### config.mk
export PLATFORM = sky130hd
export DESIGN_NAME = dspl_scan_drv
export DESIGN_NICKNAME = d
export VERILOG_FILES = /design/src/rtl/dspl_scan_drv.sv
export SDC_FILE = /design/constraint.sdc
export NUM_CORES = 1
export LEC_CHECK = 0
export CORE_ASPECT_RATIO = 0.5
export CORE_MARGIN = 2
export CORE_UTILIZATION = 60
export CTS_CLUSTER_DIAMETER = 150
export DETAILED_ROUTE_END_ITERATION = 10
export PLACE_DENSITY = 0.83
export SYNTH_ARGS = -nofsm -noshare
export SYNTH_HDL_FRONTEND = slang
export SYNTH_SLANG_ARGS = --single-unit
### constraint.sdc
create_clock -name clock -period 9 [get_ports clock]
set_clock_uncertainty 0.05 [all_clocks]
set_input_delay 0.9 -clock clock [delete_from_list [all_inputs] [get_ports clock]]
set_output_delay 0.9 -clock clock [all_outputs]
set_load 0.005 [all_outputs]
### src/rtl/dspl_scan_drv.sv
// Multiplexed common-anode 7-segment scan driver: per-frame input snapshot,
// anode dead time, 16-level PWM brightness and per-digit blinking.
module dspl_scan_drv #(
    parameter int NUM_DIGITS    = 8,
    parameter int CLK_PER_DIGIT = 100000,
    parameter int BLANK_CYCLES  = 1000,
    parameter int BLINK_FRAMES  = 250
) (
    input  logic                    clock,
    input  logic                    reset,
    input  logic [7*NUM_DIGITS-1:0] dig_in,
    input  logic [NUM_DIGITS-1:0]   blink_mask,
    input  logic [3:0]              brightness,
    output logic [NUM_DIGITS-1:0]   an,
    output logic [7:0]              dec_ddp,
    output logic                    frame_tick
);

    localparam int CW = (CLK_PER_DIGIT > 1) ? $clog2(CLK_PER_DIGIT) : 1;
    localparam int IW = (NUM_DIGITS > 1) ? $clog2(NUM_DIGITS) : 1;
    localparam int FW = (BLINK_FRAMES > 1) ? $clog2(BLINK_FRAMES) : 1;
    // Wide enough for CLK_PER_DIGIT*16 without wrap.
    localparam int PW = CW + 5;

    function automatic logic [6:0] glyph_seg(input logic [4:0] code);
        case (code)
            5'h00:   glyph_seg = 7'b0000001;
            5'h01:   glyph_seg = 7'b1001111;
            5'h02:   glyph_seg = 7'b0010010;
            5'h03:   glyph_seg = 7'b0000110;
            5'h04:   glyph_seg = 7'b1001100;
            5'h05:   glyph_seg = 7'b1000111;
            5'h06:   glyph_seg = 7'b0100100;
            5'h07:   glyph_seg = 7'b0110000;
            5'h08:   glyph_seg = 7'b0001111;
            5'h09:   glyph_seg = 7'b1000001;
            5'h0A:   glyph_seg = 7'b0011000;
            5'h0B:   glyph_seg = 7'b1100000;
            5'h0C:   glyph_seg = 7'b0110001;
            5'h0D:   glyph_seg = 7'b1110001;
            5'h0E:   glyph_seg = 7'b1000100;
            5'h0F:   glyph_seg = 7'b0100001;
            default: glyph_seg = 7'b1111111;
        endcase
    endfunction

    logic [CW-1:0]           cnt_p0;
    logic [IW-1:0]           idx_p0;
    logic [FW-1:0]           frm_cnt;
    logic                    blink_ph;
    logic                    primed;
    logic [7*NUM_DIGITS-1:0] sh_dig;
    logic [NUM_DIGITS-1:0]   sh_blink;
    logic [3:0]              sh_bright;

    logic                    cnt_wrap, idx_wrap, snap;
    logic [6:0]              cur_dig;
    logic                    cur_blink;
    logic [NUM_DIGITS-1:0]   an_sel;
    logic [CW-1:0]           off_p0;
    logic [PW-1:0]           pwm_lhs, pwm_rhs;
    logic                    lit_p0;

    assign cnt_wrap = (cnt_p0 == CW'(CLK_PER_DIGIT - 1));
    assign idx_wrap = (idx_p0 == IW'(NUM_DIGITS - 1));
    assign snap     = cnt_wrap && idx_wrap;

    always_comb begin
        cur_dig   = '0;
        cur_blink = 1'b0;
        an_sel    = '1;
        for (int i = 0; i < NUM_DIGITS; i++) begin
            if (idx_p0 == IW'(i)) begin
                cur_dig   = sh_dig[7*i +: 7];
                cur_blink = sh_blink[i];
                an_sel[i] = 1'b0;
            end
        end
    end

    assign off_p0  = cnt_p0 - CW'(BLANK_CYCLES);
    assign pwm_lhs = PW'({off_p0, 4'b0000});
    assign pwm_rhs = PW'(CLK_PER_DIGIT - BLANK_CYCLES) * PW'({1'b0, sh_bright} + 5'd1);

    assign lit_p0 = (cnt_p0 >= CW'(BLANK_CYCLES)) && (pwm_lhs < pwm_rhs) &&
                    cur_dig[6] && !(cur_blink && blink_ph);

    always_ff @(posedge clock or posedge reset) begin
        if (reset) begin
            cnt_p0     <= '0;
            idx_p0     <= '0;
            frm_cnt    <= '0;
            blink_ph   <= 1'b0;
            primed     <= 1'b0;
            sh_dig     <= '0;
            sh_blink   <= '0;
            sh_bright  <= '0;
            an         <= '1;
            dec_ddp    <= 8'hFF;
            frame_tick <= 1'b0;
        end else begin
            cnt_p0 <= cnt_wrap ? '0 : cnt_p0 + CW'(1);
            if (cnt_wrap)
                idx_p0 <= idx_wrap ? '0 : idx_p0 + IW'(1);
            if (snap) begin
                sh_dig    <= dig_in;
                sh_blink  <= blink_mask;
                sh_bright <= brightness;
                primed    <= 1'b1;
                if (frm_cnt == FW'(BLINK_FRAMES - 1)) begin
                    frm_cnt  <= '0;
                    blink_ph <= ~blink_ph;
                end else begin
                    frm_cnt <= frm_cnt + FW'(1);
                end
            end
            // Stage p0 -> output registers: one clock behind the counters.
            an         <= lit_p0 ? an_sel : '1;
            dec_ddp    <= lit_p0 ? {glyph_seg(cur_dig[5:1]), cur_dig[0]} : 8'hFF;
            frame_tick <= primed && (cnt_p0 == '0) && (idx_p0 == '0);
        end
    end

endmodule

==> flow_metrics.env, run 1 <==
export IMPL_h_tree_depth=4
export IMPL_fmax_ghz=0.1550
export IMPL_crit_fanout=11
export IMPL_worst_hold_path_num_cells=2
export IMPL_period_needed_ns=6.452
export IMPL_seqCellArea_mm2=0.002898
export IMPL_cts_setup_buffers=0
export IMPL_clock_power_share_pct=55.2
export IMPL_final_design_area_no_fill_mm2=0.008665
export IMPL_post_synth_and_or_nand_nor_area_fraction_pct=22.10
export IMPL_synth_compound_area_share_pct=12.00
export IMPL_antenna_found_initial=0
export IMPL_cap_violations=0
export IMPL_die_x_um=157.8
export IMPL_routedWlPerCell_um=16.48
export IMPL_synth_top_family_by_area="simple AND/OR/NAND/NOR gates"
export IMPL_slowest_delay_ns=0.62
export IMPL_setup_viol=0
export IMPL_vias_per_cell=5.690
export IMPL_cts_buffers=17
export IMPL_dp_hpwl_mm=12.48
export IMPL_crit_buf_inv=3
export IMPL_startpoint_type="register"
export IMPL_cts_tree="built"
export IMPL_ant_nets=0
export IMPL_finalMaxSlewViolations=0
export IMPL_r2r_start="sh_bright[0]"
export IMPL_syn_area_mm2=0.007098
export IMPL_worstPathRequired_ns=9.25
export IMPL_timing_rr_end="dec_ddp[1]"
export IMPL_gp_congestion=0.8993
export IMPL_yosysUniqueCellTypes=66
export IMPL_die_h_um=80.91
export IMPL_multiInputGateArea_mm2=0.003871
export IMPL_clk_pin_slew_ns=0.06
export IMPL_synth_seq_cells=115
export IMPL_layout_commonest_cell="nand2_1"
export IMPL_yosys_warnings=0
export IMPL_drt_iter0_drc=437
export IMPL_num_antenna_cells=0
export IMPL_worstPathCellList="nand3_1, xnor2_1, inv_1, fa_1, ha_1, inv_1, fa_1, inv_1, ha_1, a21oi_1, o21ai_0, a21o_1, or3_1, a41oi_1, xor2_1, ha_1, and3_1, a221oi_1, a22oi_1, nor2_1, nand3_1"
export IMPL_hp_class="reg -> reg"
export IMPL_ir_worst_vdd_mv=0.1214
export IMPL_syn_area_per_cell_um2=8.741
export IMPL_relSlewSlack_pct=22.95
export IMPL_dpl_cell_area_mm2=0.008060
export IMPL_hold_buffers=0
export IMPL_finalHoldViolCount=0
export IMPL_start_util_pct=60.84
export IMPL_p_seq_share_pct=41.5
export IMPL_outcome="complete, no violations"
export IMPL_crit_type="reg -> reg"
export IMPL_p_leak_nw=3.934
export IMPL_root_buffer="clkbuf_16"
export IMPL_core_area_mm2=0.01167
export IMPL_clk_path_buf_depth=2
export IMPL_final_period_utilization_pct=71.69
export IMPL_path_delay_family="adder cells"
export IMPL_most_common_layout_cells="nand2_1 (216), dfrtp_1 (99), clkdlybuf4s50_1 (86)"
export IMPL_end_kind="register"
export IMPL_critPathLaunch="sh_bright[0]"
export IMPL_grt_ovfl_total=0
export IMPL_drt_pre_antenna_iters=7
export IMPL_syn_inst=812
export IMPL_synth_fa_ha_area_share_pct=13.43
export IMPL_areaGrowthSynthToFinish_pct=22.07
export IMPL_comb_power_share_pct=3.2
export IMPL_dr_total_vias=6048
export IMPL_synth_edf_count=0
export IMPL_cts_resized_gates=0
export IMPL_cp_slowest_cell="nor2_1"
export IMPL_p_switching_uw=265.8
export IMPL_async_flop_share_pct=100.0
export IMPL_cp_arrival_ns=6.70
export IMPL_worstSetupEndpoint="dec_ddp[1]"
export IMPL_io_buffers=86
export IMPL_fin_setup_tns_ns=0
export IMPL_grt_pass1_wl_mm=28.66
export IMPL_drc_errors=0
export IMPL_p_int_uw=980.6
export IMPL_num_rows=28
export IMPL_worstRegToRegCells=21
export IMPL_clock_sink_count=115
export IMPL_yosys_mux_area_fraction_pct=1.463
export IMPL_die_area_mm2=0.01277
export IMPL_fillCellCount=856
export IMPL_grt_usage_pct=29.39
export IMPL_timing_reg2reg_setup_slack_ns=2.55
export IMPL_cp_depth=21
export IMPL_power_density_mw_per_mm2=143.9
export IMPL_ys_seq_area_share_pct=40.82
export IMPL_switching_share_pct=21.33
export IMPL_rsz0062_at_grt="false"
export IMPL_synth_xor_area_share_pct=5.429
export IMPL_totalWireLength_mm=17.52
export IMPL_nets=1028
export IMPL_ios=87
export IMPL_grt_pass1_vias=5845
export IMPL_worst_slew_pin_slew_ns=1.156
export IMPL_grt_max_degree=83
export IMPL_final_layout_size_suffix_gt1_share_pct=7.684
export IMPL_clock_latency_ns=0.42
export IMPL_syn_nets=954
export IMPL_yosys_most_used_dff="dfrtp_1"
cells by family (layout without fill, tap and decap cells):
logic type               count (synthesis)  in the layout
AND/OR/NAND/NOR                        356            356
AO/OA/AOI/OAI                          131            131
flip-flops                             115            115
buffers and inverters                   84            170
adder cells (fa/ha/maj)                 72             72
XOR/XNOR                                44             44
multiplexers                            10             10
layout make-up:
| type | count | share of cell area [%] |
|---|---|---|
| clock buffer | 17 | 4.910 |
| clock inverter | 14 | 2.065 |
| inverter | 47 | 2.065 |
| multi-input combinational | 613 | 44.68 |
| sequential | 115 | 33.44 |
| tap | 165 | 2.383 |
| timing repair buffer | 92 | 10.45 |
stage by stage:
stage	power [mW]	utilization (%)	std cells	setup WS (ns)	hold WS, ns
final	1.246	74.27	1063	2.548	0.4155
after global routing	1.283	74.27	1063	2.138	0.4316
after global placement	0.5673	69.09	1032	2.844	0.3959
after detailed placement	0.5675	69.09	1032	2.550	0.4046
after floorplan	0.5344	-	812	3.181	0.3800
after CTS	1.251	74.27	1063	2.529	0.4176
power groups by stage:
stage / Clock, mW / Combinational, mW / Sequential, mW
3_3_place_gp: 0 / 0.0407 / 0.527
3_5_place_dp: 0 / 0.0409 / 0.527
6_report: 0.688 / 0.0403 / 0.518
4_1_cts: 0.692 / 0.0412 / 0.518
5_1_grt: 0.721 / 0.0444 / 0.517
2_1_floorplan: 0 / 0.00777 / 0.527
metal layers:
metal / wire [um] / track usage (%)
met5: 0 / 0
met4: 453 / 12.82
met3: 942 / 5.229
met2: 8543 / 49.52
met1: 7579 / 37.92
worst min path at each step:
stage / endpoint / slack [ns] / startpoint
2_1_floorplan: sh_dig[15] / 0.38 / sh_dig[15]
3_3_place_gp: sh_dig[47] / 0.40 / sh_dig[47]
3_5_place_dp: sh_dig[20] / 0.40 / sh_dig[20]
4_1_cts: sh_dig[20] / 0.42 / sh_dig[20]
5_1_grt: sh_dig[35] / 0.43 / sh_dig[35]
6_report: sh_dig[35] / 0.42 / sh_dig[35]
synth_stat cells (3+ instances only):
cell type  number  area, um2
nor2_1         42      157.7
ha_1           65      813.3
o31ai_1         4      30.03
nor2b_1         5      31.28
a21o_1          6      45.04
a21oi_1        28      140.1
o22ai_1         5      31.28
nand3_1        25      125.1
a211o_1         3      26.28
dfrtp_1        99       2477
inv_1          46      172.7
nand2_1       216      810.8
nor4_1          3      18.77
and3_1          7      43.79
nor3_1         11      55.05
and2_1          3      18.77
a31oi_1         5      31.28
xnor2_1        26      227.7
nand4_1         8      50.05
buf_4           3      22.52
mux2i_1         7      70.07
mux2_2          3      33.78
fa_1            7      140.1
or3_1          10      62.56
or2_2           3      18.77
nor3b_1         4      30.03
buf_2           8      40.04
dfstp_2        16      420.4
o21ai_0        38      190.2
a221oi_1        9      78.83
clkbuf_1       21      78.83
buf_1           5      18.77
a211oi_1        4      30.03
nand2b_1        5      31.28
o21a_1          3      22.52
xor2_1         18      157.7
tightest hold or removal path: cells and delay by family, from the launching register on:
kind	cells	cell delay, ns
DFF	1	0.34
and+or+nand+nor	2	0.10
registers in the layout, summed over array words and instances (netlist names):
register    flops
an              8
blink_ph        1
cnt_p0         17
dec_ddp         8
frame_tick      1
frm_cnt         8
idx_p0          3
primed          1
sh_blink        8
sh_bright       4
sh_dig         56
(Power assumes the default switching activity.)
==> run 2, diff against run 1 <==
--- a/config.mk
+++ b/config.mk
@@ -7,10 +7,10 @@
 export LEC_CHECK = 0
 export CORE_ASPECT_RATIO = 0.5
 export CORE_MARGIN = 2
-export CORE_UTILIZATION = 60
+export CORE_UTILIZATION = 51
 export CTS_CLUSTER_DIAMETER = 150
 export DETAILED_ROUTE_END_ITERATION = 10
-export PLACE_DENSITY = 0.83
+export PLACE_DENSITY = 0.75
 export SYNTH_ARGS = -nofsm -noshare
 export SYNTH_HDL_FRONTEND = slang
 export SYNTH_SLANG_ARGS = --single-unit
==> constraint.sdc (replaced) <==
create_clock -name clock -period 5.3 [get_ports clock]
set_clock_uncertainty 0.05 [all_clocks]
set_input_delay 0.53 -clock clock [delete_from_list [all_inputs] [get_ports clock]]
set_output_delay 0.53 -clock clock [all_outputs]
set_load 0.005 [all_outputs]
==> flow_metrics.env, run 2 (same netlist as run 1, synthesis figures left out) <==
export IMPL_place_ws_ns=-0.1552
export IMPL_start_util_pct=52.24
export IMPL_finalHoldViolCount=0
export IMPL_final_period_utilization_pct=100.9
export IMPL_startpoint_type="register"
export IMPL_gp_congestion=0.9175
export IMPL_num_antenna_cells=0
export IMPL_ir_worst_vdd_mv=0.2164
export IMPL_cts_buffers=17
export IMPL_fin_hold_ws_ns=0.4159
export IMPL_grt_ovfl_total=0
export IMPL_ant_nets=0
export IMPL_rsz0062_at_grt="true"
export IMPL_totalWireLength_mm=18.48
export IMPL_power_density_mw_per_mm2=239.7
export IMPL_grt_usage_pct=25.85
export IMPL_post_place_cells=1083
export IMPL_largest_register="sh_dig"
export IMPL_worstPathRequired_ns=5.58
export IMPL_dp_hpwl_mm=12.44
export IMPL_core_area_mm2=0.01359
export IMPL_timing_reg2reg_setup_slack_ns=-0.05
export IMPL_hp_class="reg -> reg"
export IMPL_cts_tree="built"
export IMPL_die_x_um=170.8
export IMPL_p_leak_nw=4.178
export IMPL_slowest_delay_ns=0.50
export IMPL_io_buffers=86
export IMPL_final_util_pct=68.43
export IMPL_nets=1062
export IMPL_h_tree_depth=4
export IMPL_cp_slowest_cell="fa_1"
export IMPL_grt_max_degree=77
export IMPL_period_needed_ns=5.346
export IMPL_final_layout_size_suffix_gt1_share_pct=15.13
export IMPL_finalNonFillerCells=1124
export IMPL_top_regs="sh_dig (56), cnt_p0 (17)"
export IMPL_worst_slew_pin_slew_ns=0.9473
export IMPL_areaGrowthSynthToFinish_pct=31.01
export IMPL_clk_path_buf_depth=2
export IMPL_die_area_mm2=0.01493
export IMPL_crit_fanout=4
export IMPL_routedWlPerCell_um=16.44
export IMPL_layout_setup_ws_ns=-0.04554
export IMPL_worstPathCellList="ha_4, and3_4, inv_4, fa_1, ha_1, inv_2, fa_1, inv_2, ha_4, a21oi_4, o21ai_2, a21o_1, or3_4, a41oi_2, xor2_1, ha_1, and3_4, a221oi_2, a22oi_2, or3b_4, buf_6, a211o_1"
export IMPL_crit_type="reg -> reg"
export IMPL_dr_total_vias=6209
export IMPL_outcome="complete, but fails checks"
export IMPL_grt_pass1_vias=6174
export IMPL_layout_commonest_cell="nand2_1"
export IMPL_die_h_um=87.42
export IMPL_cp_arrival_ns=5.63
export IMPL_fmax_ghz=0.1871
export IMPL_fin_setup_tns_ns=-0.1130
export IMPL_clock_sink_count=115
export IMPL_hold_buffers=0
export IMPL_antenna_found_initial=0
export IMPL_largest_register_ff_count=56
export IMPL_num_rows=30
export IMPL_drt_pre_antenna_iters=5
export IMPL_finalMaxSlewViolations=0
export IMPL_ios=87
export IMPL_violations="setup timing"
export IMPL_drt_iter0_drc=447
export IMPL_most_common_layout_cells="nand2_1 (215), dfrtp_1 (97), clkdlybuf4s50_1 (86)"
export IMPL_drc_errors=0
export IMPL_setup_viol=4
export IMPL_end_kind="register"
export IMPL_vias_per_cell=5.524
export IMPL_grt_pass1_wl_mm=30.08
export IMPL_relSlewSlack_pct=36.85
export IMPL_clk_pin_slew_ns=0.05
export IMPL_root_buffer="clkbuf_16"
export IMPL_cap_violations=0
export IMPL_clock_latency_ns=0.41
## run 2: changes by cell type in the layout (fill, tap and decap cells not counted), sizes merged
cell      previous run  this run
clkbuf              17        22
buf                  6        40
inv                 49        46
bufinv               3         5
clkinvlp             3         2
clkinv               6         3
## run 2: worst paths after layout
check                             start          to  cells past startpoint
setup / recovery           sh_bright[0]  dec_ddp[3]                     22
hold reg to reg                blink_ph    blink_ph                      1
min in group asynchronous         reset  cnt_p0[13]                      2
setup reg to reg           sh_bright[0]  dec_ddp[3]                     22
hold / removal                 blink_ph    blink_ph                      1
max in group asynchronous         reset  sh_dig[22]                      3
## run 2: routing by layer
metal | routed length, um | part of all wire [%] | vias up | global-route usage [%]
li1 | - | - | 2951 | -
met1 | 8051 | 44 | 3023 | 32.96
met2 | 9192 | 50 | 202 | 45.12
met3 | 928 | 5.0 | 33 | 5.089
met4 | 306 | 1.7 | 0 | 7.781
met5 | 0 | 0 | - | 0
## run 2: per-stage QoR
step / power, mW / area (um2)
after global routing: 2.290 / 9299
after global placement: 0.9634 / 8386
after detailed placement: 0.9646 / 8386
final: 2.229 / 9299
after CTS: 2.236 / 9238
after floorplan: 0.9074 / 7209
## run 2: critical path, delay by kind of cell (launching register included)
kind | cells | cell delay [ns]
and+or+nand+nor | 4 | 1.17
xor gates and xnor gates | 1 | 0.17
AOI/OAI and AO/OA | 7 | 1.25
buffers and inverters | 4 | 0.27
adders and majority gates | 6 | 1.95
DFF | 1 | 0.41
## run 2: cell type report
| class | instances | area [um2] |
|---|---|---|
| sequential | 115 | 2900 |
| fill | 1045 | 4289 |
| clock buffer | 22 | 484.2 |
| multi-input combinational | 613 | 4141 |
| inverter | 47 | 181.4 |
| timing repair buffer | 126 | 1176 |
| clock inverter | 9 | 175.2 |
| tap | 192 | 240.2 |
## run 2: what timing repair did
item / in CTS / in global routing
pin swaps: 30 / 20
setup endpoints to repair: 5 / 16
endpoints found under the hold margin: 0 / 0
resized for setup: 29 / 7
buffers inserted: 6 / 4
## run 2: where the power goes
part / total [mW] / internal, mW / switching, mW / leakage (nW)
Combinational: 0.0694 / 0.0451 / 0.0243 / 2.68
Sequential: 0.880 / 0.880 / 0 / 1.18
Clock: 1.28 / 0.880 / 0.400 / 0.318
